[src/rtl/ram_port_arbiter.sv]
// ram_port_arbiter
//
// Shares one single-port, byte-write-enable RAM between NUM_REQ requesters
// (instruction fetch, data port, loader). One access is issued per cycle,
// chosen round-robin, with an optional per-port lock that keeps the grant on
// one requester for atomic multi-cycle sequences. Every accepted access,
// read or write, is acknowledged with a one-hot rvalid_o exactly one cycle
// later. Read data is taken straight from the RAM's registered output.
//
// Ports
//   clock      system clock, rising edge
//   reset_n    asynchronous active-low reset, synchronous release
//   req_i      per-port request level
//   lock_i     per-port lock; keeps the grant while req and lock are high
//   wr_i       per-port direction, 1 = write
//   addr_i     flat per-port word address, port n at [n*ADDR_WIDTH +: ADDR_WIDTH]
//   be_i       flat per-port byte enables (writes only)
//   wdata_i    flat per-port write data
//   gnt_o      one-hot combinational grant; accepted where req_i & gnt_o
//   rvalid_o   one-hot registered response strobe
//   rdata_o    read data, broadcast, valid with rvalid_o for reads
//   ram_we     RAM byte write enables
//   ram_addr   RAM word address
//   ram_din    RAM write data
//   ram_dout   RAM registered read data

module ram_port_arbiter #(
  parameter int unsigned NUM_REQ    = 3,
  parameter int unsigned ADDR_WIDTH = 12,
  parameter int unsigned NB_COL     = 4,
  parameter int unsigned COL_WIDTH  = 8
) (
  input  logic                              clock,
  input  logic                              reset_n,
  input  logic [NUM_REQ-1:0]                req_i,
  input  logic [NUM_REQ-1:0]                lock_i,
  input  logic [NUM_REQ-1:0]                wr_i,
  input  logic [NUM_REQ*ADDR_WIDTH-1:0]     addr_i,
  input  logic [NUM_REQ*NB_COL-1:0]         be_i,
  input  logic [NUM_REQ*NB_COL*COL_WIDTH-1:0] wdata_i,
  output logic [NUM_REQ-1:0]                gnt_o,
  output logic [NUM_REQ-1:0]                rvalid_o,
  output logic [NB_COL*COL_WIDTH-1:0]       rdata_o,
  output logic [NB_COL-1:0]                 ram_we,
  output logic [ADDR_WIDTH-1:0]             ram_addr,
  output logic [NB_COL*COL_WIDTH-1:0]       ram_din,
  input  logic [NB_COL*COL_WIDTH-1:0]       ram_dout
);

  localparam int unsigned IDX_W  = (NUM_REQ > 1) ? $clog2(NUM_REQ) : 1;
  localparam int unsigned DATA_W = NB_COL * COL_WIDTH;

  typedef logic [IDX_W-1:0] idx_t;

  localparam idx_t LAST_IDX = idx_t'(NUM_REQ - 1);

  // Arbitration state
  idx_t last_ptr;   // most recently granted port; scan starts after it
  idx_t lock_idx;   // lock owner
  logic lock_vld;   // lock owner is valid

  // Combinational selection
  idx_t sel_idx;
  logic sel_vld;
  idx_t cand;
  logic grant_vld;

  // Selection: a valid lock owner that still requests keeps the port;
  // otherwise scan last_ptr+1 .. last_ptr with an explicit modulo, since
  // NUM_REQ need not be a power of two.
  always_comb begin
    sel_vld = 1'b0;
    sel_idx = '0;
    cand    = '0;
    if (lock_vld && req_i[lock_idx]) begin
      sel_vld = 1'b1;
      sel_idx = lock_idx;
    end else begin
      for (int unsigned i = 1; i <= NUM_REQ; i++) begin
        cand = idx_t'((32'(last_ptr) + i) % NUM_REQ);
        if (!sel_vld && req_i[cand]) begin
          sel_vld = 1'b1;
          sel_idx = cand;
        end
      end
    end
  end

  // Nothing is granted and the RAM is not written while reset is asserted.
  assign grant_vld = sel_vld & reset_n;

  // RAM port drive: idle values are all zero when nobody is granted.
  // A write with no byte enables leaves ram_we at zero and so behaves as a
  // read at the RAM, while still being acknowledged below.
  always_comb begin
    gnt_o    = '0;
    ram_we   = '0;
    ram_addr = '0;
    ram_din  = '0;
    if (grant_vld) begin
      gnt_o[sel_idx] = 1'b1;
      ram_addr       = addr_i[sel_idx*ADDR_WIDTH +: ADDR_WIDTH];
      ram_din        = wdata_i[sel_idx*DATA_W +: DATA_W];
      if (wr_i[sel_idx]) begin
        ram_we = be_i[sel_idx*NB_COL +: NB_COL];
      end
    end
  end

  // The RAM output already carries the one-cycle registered latency and
  // holds its value during write cycles, so read data needs no local storage.
  assign rdata_o = ram_dout;

  // Accepting edge bookkeeping. The pending response is held directly as
  // the one-hot rvalid_o register, so an asynchronous reset discards it.
  always_ff @(posedge clock or negedge reset_n) begin
    if (!reset_n) begin
      last_ptr <= LAST_IDX;
      lock_idx <= '0;
      lock_vld <= 1'b0;
      rvalid_o <= '0;
    end else begin
      rvalid_o <= '0;
      if (grant_vld) begin
        last_ptr          <= sel_idx;
        lock_idx          <= sel_idx;
        lock_vld          <= lock_i[sel_idx];
        rvalid_o[sel_idx] <= 1'b1;
      end else begin
        // No grant means no port requests, so a lock owner has dropped req.
        lock_vld <= 1'b0;
      end
    end
  end

endmodule
[config.mk]
export PLATFORM = sky130hd
export DESIGN_NAME = ram_port_arbiter
export DESIGN_NICKNAME = d
export VERILOG_FILES = /design/src/rtl/ram_port_arbiter.sv
export SDC_FILE = /design/constraint.sdc
export NUM_CORES = 1
export LEC_CHECK = 0
export ABC_AREA = 1
export BUFFER_PORTS_ARGS = -buffer_cell sky130_fd_sc_hd__buf_2
export CORE_AREA = 2 2 106 108
export DETAILED_ROUTE_END_ITERATION = 6
export DIE_AREA = 0 0 108 110
export HOLD_SLACK_MARGIN = 0.15
export SETUP_SLACK_MARGIN = 0.05
export SYNTH_ARGS = -nofsm -noshare
export SYNTH_HDL_FRONTEND = slang
export SYNTH_SLANG_ARGS = --single-unit
[constraint.sdc]
create_clock -name clock -period 2.5 [get_ports clock]
set_input_delay 0.125 -clock clock [delete_from_list [all_inputs] [get_ports clock]]
set_output_delay 0.125 -clock clock [all_outputs]
set_load 0.02 [all_outputs]
==> summary.md, run 1 <==
| Metric | Value |
|---|---|
| Switching Share | `a little over half` |
| Grt ovf | `0` |
| DIE HEIGHT | `around 110 um` |
| Buf/Inv on CP | `2` |
| Most repeated cell in the gate-level netlist after synthesis | `nand2_1` |
| Routability cong. | `0.8274` |
| Initial Util | `19.37%` |
| Row count | `38` |
| Mapped Cells | `382` |
| Die span in x | `roughly 110 um` |
| Synthesized area per cell | `5.424 um^2` |
| Delay-heaviest family, CP | `simple AND/OR/NAND/NOR gates` |
| ANT cells | `0` |
| Sequential fraction of the synthesis area | `8.514%` |
| Unrepaired setup endpoints after global routing | `yes` |
| Crit-path max FO | `11` |
| Drt drc | `0` |
| Final period util | `103.1%` |
| Mapped cell area | `2072 um^2` |
| Logic gate share of total power | `95.6%` |
| Final setup margin | `-0.07752 ns` |
| Share of cells above drive strength 1 | `61.49%` |
| HPWL after DPL | `7543 um` |
| Overall power | `7.893 mW` |
| CTS Sinks | `7` |
| Final setup fails | `26` |
| Largest net degree at the start of global routing | `31` |
| Layout area overhead | `98.73%` |
| Max_slew headroom | `just under 80%` |
| Post-synth top flop | `dfrtp_1` |
| Hold Path Class | `input pin to register` |
| Clock buffer depth | `2` |
| Final ANT Viol Nets | `0` |
| Gr usage total | `16.06%` |
| Max-Cap Viols | `0` |
| Worst VDD drop | `616.5 uV` |
| Net Count, Synth | `573` |
| Post-synth ARST share | `100.0%` |
| Ports | `273` |
| Pre-CTS WS | `-0.01753 ns` |
| Hold Fails Final Rpt | `0` |
| Sequential power share | `roughly 2.4%` |
| Synth area leader | `nand2_1` |
| Area of the die | `11880 um^2` |
| Worst setup SP type | `register` |
| Internal Power | `3.597 mW` |
| Clock tree root buffer cell | `clkbuf_8` |
| Critical Path End | `ram_addr[5]` |
| Number of port buffers | `208` |
| Stages on worst setup path | `12` |
| Layout fillers | `1160` |
| H-tree Lvls | `1` |
| CP max-delay cell | `dfstp_2` |
| Inserted Clock Buffers | `3` |
| Synth Warn # | `0` |
| Critical Path Start | `last_ptr[1]$_DFFE_PN1P_` |
| Post-synthesis register bit count | `7` |
| Leading post-synthesis cells by cell area | `nand2_1 17%, buf_4 14%, o21ai_1 14%` |
| Measured slew at the worst slew-check pin | `0.3262 ns` |
| Non-Filler Instances | `719` |
| Share of the synthesized area in the top cell type | `17.03%` |
| Crit path capture type | `primary output` |
| Finished Core Util | `38.49%` |
| Max Fclk | `0.3880 GHz` |
| Synth cell types | `27` |
| Clock-pin transition on the worst setup and hold timing paths | `~0.040 ns` |
| Clock latency on the worst-skew pair | `0.23 ns` |
| Proportion of power drawn by the clock network | `2.1%` |
| Iteration-0 DRC Markers | `141` |
| Critical path class | `register to primary output` |
| Final Skew | `~0.0042 ns` |
| Antenna violations before repair | `0` |
| Number of synthesized flops with an enable pin | `0` |
| Required time worst endpoint | `2.38 ns` |
| First-pass GRT wire length | `15190 um` |
| Area of the multi-input gates | `1762 um^2` |
| DR vias | `3303` |
| RR Endpoint | `lock_idx[1]$_DFFE_PN0P_` |
| Path depth of the worst reg2reg path | `14` |
| Crit path time final | `2.578 ns` |
| Register area | `176.4 um^2` |
| Leakage | `2.155 nW` |
| Slowest stage delay, CP | `approximately 0.58 ns` |
| Reg-to-reg critical path startpoint | `last_ptr[1]$_DFFE_PN1P_` |
| Violated checks | `setup timing` |
| Worst EP arrival | `~2.5 ns` |
| Top cells by count, synth | `94 x nand2_1, 56 x o21ai_1, 43 x inv_1` |
| Status | `finished, violations left` |
| Core area | `10700 um^2` |
| Routed len/inst | `~15 um` |
| Power Dens Cells | `between 1500 and 2000 nW/um^2` |
| Vias per cell | `roughly 4.6` |
| Worst reg-to-reg setup slack | `0.33 ns` |
| Critical-path cell list | `ha_4, nand2_1, nand3_1, a31oi_2, nand3_2, nand2_4, nand2_4, bufbuf_16, a21oi_4, o21ai_2, nand2_1, buf_6` |
| CTS tree | `yes` |
| Final Slew Violations | `0` |
| Final Net Count | `about 770` |
| Sw power | `~4.3 mW` |
| Vias in the first global route | `approximately 3000` |
| Post-placement cell count | `690` |
| Total Wirelength | `10940 um` |
| First-pass DRT Iterations | `4` |
==> layout make-up <==
class / count / area share (%)
Timing Repair Buffer: 248 / 42.54
Multi-Input combinational cell: 270 / 42.78
Timing Repair inverter: 1 / 0.1823
Tap cell: 140 / 4.254
Sequential cell: 7 / 4.284
Inverter: 49 / 4.862
Clock buffer: 4 / 1.094
==> routing by layer <==
metal  track usage, %  wire [um]  vias up
met3            1.881        585       38
met5                0          0        -
li1                 -          -     1614
met2            28.80       5706      135
met4            5.128        320        0
met1            20.04       4323     1516
==> power groups by stage <==
| stage | combinational [mW] | sequential [mW] | clock [mW] |
|---|---|---|---|
| after CTS | 6.96 | 0.186 | 0.159 |
| after global placement | 4.90 | 0.183 | 0 |
| after detailed placement | 4.89 | 0.184 | 0 |
| final | 7.54 | 0.186 | 0.163 |
| after global routing | 8.04 | 0.194 | 0.168 |
| after floorplan | 3.40 | 0.207 | 0 |
==> state kept, by name, summed over array words and instances, names as in the netlist <==
name and flops:
rvalid_o 3, last_ptr 2, lock_idx 1, lock_vld 1
==> cells in the final DEF, fill, tap and decap left out, types with 2 or more instances in the layout <==
cell type,n
a21oi_1,10
nand3_4,3
ha_4,2
nand2_2,8
buf_2,160
o21ai_2,24
buf_12,11
nand3b_1,2
inv_1,39
a21oi_2,27
clkinvlp_4,2
a21oi_4,5
dfrtp_1,6
o21ai_0,5
buf_4,45
clkbuf_8,3
nor2_1,4
buf_6,28
nand2_1,83
nand4_1,2
nand2_4,7
o21ai_4,2
nand3_1,19
dlygate4sd3_1,2
inv_4,3
inv_2,5
nand3_2,10
o21ai_1,48
ha_2,2
==> through the flow <==
step | hold slack [ns] | setup TNS, ns | area (um^2)
final | 0.1975 | -0.9451 | 4118
after CTS | 0.2050 | -1.018 | 3777
after floorplan | -0.1706 | 0 | 2072
after global routing | 0.2174 | -5.234 | 4118
after global placement | -0.01391 | 0 | 3064
after detailed placement | -0.01509 | -0.02221 | 3064
==> timing repair <==
action,CTS,global route
resized for setup,132,87
setup buffers,10,10
hold buffers,2,0
hold endpoints to repair,8,0
pin swaps,26,29
gates cloned,7,1
setup endpoints to repair,50,51
==> worst register-to-register path: stages (launching register included) <==
cell	delay (ns)
dfstp_2	0.58
ha_4	0.22
inv_4	0.06
nand2_2	0.06
nand3_2	0.09
nand2_4	0.11
nand2_1	0.07
o21ai_2	0.15
buf_4	0.14
nor2_4	0.04
buf_12	0.13
buf_12	0.14
buf_4	0.13
inv_1	0.05
o21ai_0	0.07
==> how the worst min path moves through the flow <==
stage	depth (start not counted)	from	end
floorplan	0	reset_n	last_ptr[0]$_DFFE_PN0P_
global placement	1	reset_n	last_ptr[0]$_DFFE_PN0P_
detailed placement	1	reset_n	last_ptr[0]$_DFFE_PN0P_
CTS	3	lock_i[0]	lock_vld$_DFF_PN0_
global route	3	lock_i[0]	lock_vld$_DFF_PN0_
finish	3	lock_i[0]	lock_vld$_DFF_PN0_
==> logic make-up after synthesis <==
family          after synthesis  share of synthesized area, %
buf+inv                     105                         27.90
fa+ha+maj                     4                         2.416
simple gates                142                         30.74
flops                         7                         8.515
compound gates              124                         30.44
(Power assumes the default switching activity.)
==> run 2, diff against run 1 <==
CORE_AREA = 2 2 104 106   (was 2 2 106 108)
DIE_AREA = 0 0 106 108   (was 0 0 108 110)
clock period = 2.2 ns   (was 2.5 ns; I/O delays follow)
==> run 2 against run 1 <==
  * The run still ends with setup timing left
  * Clock skew is 0.0037 ns lower
  * Sequential cell count stayed put
  * Sequential power is 15% higher
  * Sequential share of layout area is 0.29 points lower
  * Utilization is 4.7 points higher
  * Via count is 1.6% higher
  * Design area is 7.2% higher
  * Worst hold slack better by 0.0043 ns
  * Critical endpoint is now ram_din[20]
==> summary.md, run 2 (synthesis gave the netlist of run 1 again) <==
| Metric | Value |
|---|---|
| Max Fclk | `0.3858 GHz` |
| Final Slew Violations | `0` |
| ANT cells | `0` |
| Vias in the first global route | `3255` |
| Die span in x | `roughly 110 um` |
| Final Skew | `0.0005800 ns` |
| Final ANT Viol Nets | `0` |
| Gr usage total | `17.31%` |
| Max-Cap Viols | `0` |
| Routability cong. | `~0.74` |
| Placed Instance Area | `roughly 3300 um^2` |
| Vias per cell | `4.628` |
| Routed len/inst | `15.95 um` |
| Antenna violations before repair | `0` |
| Largest net degree at the start of global routing | `42` |
| Switching Share | `52.20%` |
| Worst EP arrival | `between 2 and 2.5 ns` |
| Logic gate share of total power | `95.9%` |
| Number of port buffers | `208` |
| Drt drc | `0` |
| Reg-to-reg critical path startpoint | `last_ptr[1]$_DFFE_PN1P_` |
| Worst reg-to-reg setup slack | `-0.16 ns` |
| Internal Power | `4.641 mW` |
| Path depth of the worst reg2reg path | `15` |
| Metal3 WL | `655 um` |
| Largest register FFs | `3` |
| TNS Setup | `-17.54 ns` |
| H-tree Lvls | `1` |
| Final setup margin | `-0.3918 ns` |
| Commonest non-fill, non-tap cell in the layout | `buf_2` |
| Iteration-0 DRC Markers | `281` |
| Leakage | `2.324 nW` |
| Clock latency on the worst-skew pair | `roughly 0.22 ns` |
| Initial Util | `between 20% and 30%` |
| Hold Fails Final Rpt | `0` |
| Fin area | `4414 um^2` |
| Largest registers | `rvalid_o (3), last_ptr (2)` |
| Violated checks | `setup timing` |
| Worst VDD drop | `815.0 uV` |
| Critical path class | `register to primary output` |
| Top reg by flops | `rvalid_o` |
| Overall power | `9.711 mW` |
| Layout area overhead | `113.0%` |
| Crit path time final | `about 2.6 ns` |
| Worst setup SP type | `register` |
| Final setup fails | `54` |
| Max_slew headroom | `between 70 and 80%` |
| Sw power | `5.070 mW` |
| Required time worst endpoint | `2.09 ns` |
| Worst hold stages | `3` |
| Crit-path max FO | `7` |
| Status | `finished, violations left` |
| Core area | `10230 um^2` |
| Row count | `37` |
| CTS Sinks | `7` |
| Hold Path Class | `input pin to register` |
| Final Net Count | `slightly below 800` |
| DIE HEIGHT | `between 100 and 150 um` |
| First-pass DRT Iterations | `4` |
| Share of cells above drive strength 1 | `between 60% and 70%` |
| Clock-pin transition on the worst setup and hold timing paths | `0.04 ns` |
| CTS tree | `yes` |
| Met2 wire len | `6307 um` |
| Clock buffer depth | `2` |
| RR Endpoint | `lock_vld$_DFF_PN0_` |
| Area of the die | `approximately 11000 um^2` |
| Max Used Layer | `met4` |
| Clock tree root buffer cell | `clkbuf_8` |
| Power Dens Cells | `2200 nW/um^2` |
| Commonest non-fill, non-tap cells in the layout | `157 x buf_2, 51 x nand2_1, 49 x buf_6` |
| Grt ovf | `0` |
| Measured slew at the worst slew-check pin | `0.3447 ns` |
| Ports | `273` |
| DR vias | `3355` |
| Critical Path Start | `last_ptr[1]$_DFFE_PN1P_` |
| Crit path capture type | `primary output` |
| First-pass GRT wire length | `between 15000 and 20000 um` |
| Sequential power share | `about 2.2%` |
| Proportion of power drawn by the clock network | `~1.9%` |
| Unrepaired setup endpoints after global routing | `yes` |
| HPWL after DPL | `8183 um` |
| M1 WL | `4287 um` |
| Final period util | `117.8%` |
| Inserted Clock Buffers | `3` |
| Critical Path End | `ram_din[20]` |
| Total Wirelength | `11560 um` |
[run 2: changes by cell type in the layout (fill, tap and decap cells not counted), sizes merged]
cell      previous run  this run
clkinvlp             2         0
bufbuf               1         0
buf                244       253
clkbuf               5         8
inv                 48        49
[run 2: critical path, cell delays in order (launching register included)]
cell     delay [ns]
dfstp_2        0.56
inv_2          0.07
ha_4           0.17
inv_4          0.06
buf_6          0.10
nand3_2        0.05
a31oi_1        0.24
nand3_2        0.13
nand2_4        0.12
nand2_4        0.09
inv_8          0.10
buf_12         0.11
buf_16         0.11
o21ai_2        0.05
o21ai_2        0.15
buf_6          0.13
[run 2: final cells by class]
class	count	area (um^2)
Tap cell	136	170.2
Clock buffer	4	45.04
Inverter	49	196.4
Timing Repair Buffer	259	2011
Fill cell	1053	5817
Multi-Input combinational cell	270	1815
Sequential cell	7	176.4
[run 2: stage by stage]
stage          instances  worst slack, ns  hold WS (ns)  utilization, %
3_5_place_dp         696          -0.2326      -0.02443           32.10
4_1_cts              715          -0.3329        0.1844           38.01
6_report             725          -0.3918        0.2019           43.15
3_3_place_gp         696          -0.1411      -0.02885           32.10
5_1_grt              725          -0.5284        0.2111           43.15
2_1_floorplan        382          0.02764       -0.1856               -
[run 2: how the worst min path moves through the flow]
stage	startpoint	endpoint	slack [ns]
global placement	reset_n	rvalid_o[2]$_DFF_PN0_	-0.03
finish	lock_i[0]	lock_vld$_DFF_PN0_	0.20
global route	lock_i[0]	lock_vld$_DFF_PN0_	0.21
detailed placement	reset_n	rvalid_o[2]$_DFF_PN0_	-0.02
floorplan	reset_n	last_ptr[0]$_DFFE_PN0P_	-0.19
CTS	lock_i[0]	lock_vld$_DFF_PN0_	0.18
[run 2: what timing repair did]
action | CTS | global route
cloned | 4 | 4
gates resized for setup | 107 | 118
hold endpoints to repair | 8 | 0
endpoints found under the setup margin | 51 | 55
setup buffers | 9 | 9
hold buffers | 2 | 0
pin swaps | 18 | 20
[run 2: power by group through the flow]
stage	clock (mW)	sequential [mW]	combinational (mW)
2_1_floorplan	0	0.237	4.22
3_3_place_gp	0	0.207	6.17
3_5_place_dp	0	0.209	6.29
4_1_cts	0.188	0.214	7.85
5_1_grt	0.198	0.217	9.93
6_report	0.182	0.213	9.32
[run 2: metal layers]
metal	track usage (%)	up-vias
met5	0	-
met2	35.39	167
met3	2.471	26
li1	-	1633
met1	17.99	1529
met4	5.451	0
==> run 3, diff against run 2 <==
PLACE_DENSITY = 0.57   (was not set)
REMOVE_ABC_BUFFERS = 1   (was not set)
TNS_END_PERCENT = 10   (was not set)
==> run 3 against run 2 <==
  * The run still ends with setup timing left
  * Sequential cell count did not move
  * Worst hold slack better by 0.016 ns
  * Setup slack better by 0.054 ns
  * Critical endpoint is now ram_addr[2]
  * Total power is 12% lower
  * Fmax is 2.1% higher
  * Combinational power down 13%
  * Design area is 12% lower
  * Utilization decreased by 5.0 points
  * Clock-buffer cell count unchanged
  * Register-to-register slack improved by 0.24 ns
==> summary.md, run 3 (synthesis gave the netlist of run 1 again) <==
| Metric | Value |
|---|---|
| Status | `finished, violations left` |
| Violated checks | `setup timing` |
| Power Dens Cells | `2179 nW/um^2` |
| Slowest stage delay, CP | `0.35 ns` |
| Largest net degree at the start of global routing | `31` |
| First-pass DRT Iterations | `5` |
| Final ANT Viol Nets | `0` |
| Leakage | `between 2 and 2.5 nW` |
| Critical-path cell list | `inv_1, buf_4, ha_2, o21ai_4, nand2_2, nand3_2, nand3_2, nand3_4, nand2_8, buf_12, clkbuf_16, o21ai_1, o21ai_1, buf_4` |
| Routability cong. | `0.8705` |
| Core area | `approximately 10000 um^2` |
| Top reg by flops | `rvalid_o` |
| HPWL after DPL | `8516 um` |
| Antenna violations before repair | `1` |
| Hold_ws | `0.2178 ns` |
| Critical path class | `register to primary output` |
| Clock latency on the worst-skew pair | `0.22 ns` |
| Required time worst endpoint | `2.09 ns` |
| Iteration-0 DRC Markers | `roughly 150` |
| Placed Instance Area | `3157 um^2` |
| CTS tree | `yes` |
| Buf/Inv on CP | `5` |
| TNS Setup | `-13.70 ns` |
| Vias in the first global route | `3083` |
| Fin area | `3904 um^2` |
| Worst EP arrival | `between 2 and 2.5 ns` |
| Final Slew Violations | `0` |
| Routed len/inst | `about 16 um` |
| Row count | `37` |
| ANT cells | `0` |
| Initial Util | `20.25%` |
| Worst setup SP type | `register` |
| Overall power | `8.505 mW` |
| Grt ovf | `0` |
| DR vias | `between 3000 and 4000` |
| Drt drc | `0` |
| Gr usage total | `18.19%` |
| CTS Sinks | `7` |
| Final setup margin | `-0.3382 ns` |
| Largest register FFs | `3` |
| Register area | `between 150 and 200 um^2` |
| Number of port buffers | `208` |
| Total Wirelength | `11520 um` |
| Max Fclk | `~0.39 GHz` |
| H-tree Lvls | `1` |
| Layout fillers | `1097` |
| Unrepaired setup endpoints after global routing | `yes` |
| Crit path time final | `between 2 and 3 ns` |
| DIE HEIGHT | `108 um` |
| Die span in x | `106 um` |
| Final Net Count | `about 770` |
| Commonest non-fill, non-tap cell in the layout | `buf_2` |
| Final setup fails | `51` |
| Final Skew | `between 0.00015 and 0.0002 ns` |
| Area of the die | `11450 um^2` |
| Clock-pin transition on the worst setup and hold timing paths | `0.04 ns` |
| Final period util | `115.4%` |
| Inserted Clock Buffers | `3` |
| Worst VDD drop | `~1100 uV` |
| CP max-delay cell | `dfrtp_1` |
| First-pass GRT wire length | `16160 um` |
| Largest registers | `rvalid_o (3), last_ptr (2)` |
| Share of cells above drive strength 1 | `53.03%` |
| Crit path capture type | `primary output` |
| Hold Path Class | `input pin to register` |
| Max_slew headroom | `about four fifths` |
| Crit-path max FO | `5` |
| Delay-heaviest family, CP | `buffers and inverters` |
| Measured slew at the worst slew-check pin | `0.2863 ns` |
| Layout area overhead | `88.41%` |
| Hold Fails Final Rpt | `0` |
| Max-Cap Viols | `0` |
| Clock tree root buffer cell | `clkbuf_8` |
| Vias per cell | `4.641` |
| Clock buffer depth | `2` |
| Commonest non-fill, non-tap cells in the layout | `162 x buf_2, 87 x nand2_1, 55 x o21ai_1` |
| Area of the multi-input gates | `1548 um^2` |
| Ports | `approximately 270` |
## run 3: cell type report
cell class                      count  share of cell area (%)
Clock buffer                        4                   1.154
Inverter                           49                   5.096
Multi-Input combinational cell    271                   39.65
Sequential cell                     7                   4.519
Tap cell                          136                   4.359
Timing Repair Buffer              246                   45.22
## run 3: power breakdown
part           switching [mW]  internal, mW
clock network          0.0487         0.125
logic                    4.42          3.70
registers              0.0242         0.187
## run 3: path summary, 6_finish.rpt
path | slack [ns] | cells after the start | from | to
worst max register to register | 0.08 | 13 | last_ptr[0]$_DFFE_PN0P_ | lock_vld$_DFF_PN0_
max in group asynchronous | 1.66 | 2 | reset_n | last_ptr[1]$_DFFE_PN1P_
worst max-delay path | -0.34 | 14 | last_ptr[0]$_DFFE_PN0P_ | ram_addr[2]
worst min register to register | 0.60 | 2 | lock_idx[1]$_DFFE_PN0P_ | lock_idx[1]$_DFFE_PN0P_
worst min-delay path | 0.22 | 3 | lock_i[0] | lock_vld$_DFF_PN0_
min in group asynchronous | 0.29 | 2 | reset_n | lock_idx[1]$_DFFE_PN0P_
## run 3: through the flow
step	utilization (%)	setup WS, ns	instances
floorplan	-	-0.7918	326
global placement	30.85	-0.1874	694
detailed placement	30.85	-0.2347	694
CTS	36.03	-0.3401	708
global route	38.16	-0.4746	713
finish	38.16	-0.3382	713
## run 3: worst min-delay path: cells and delay by family
family	cells	cell delay, ns
compound gates	2	0.21
buf+inv	1	0.07
## run 3: routing by layer
layer	routed length [um]	global-route usage [%]	part of all wire, %	up-vias
li1	-	-	-	1608
met1	4782	22.97	42	1492
met2	5267	28.66	46	193
met3	1317	8.861	11	12
met4	61	1.598	0.53	4
met5	86	5.804	0.75	-
## run 3: repair_timing
| action | in CTS | in global routing |
|---|---|---|
| buffers inserted | 4 | 2 |
| pin swaps | 15 | 10 |
| hold buffers | 2 | 0 |
| endpoints found under the hold margin | 8 | 0 |
| cloned | 4 | 4 |
| gates resized for setup | 102 | 39 |
| endpoints found under the setup margin | 54 | 54 |
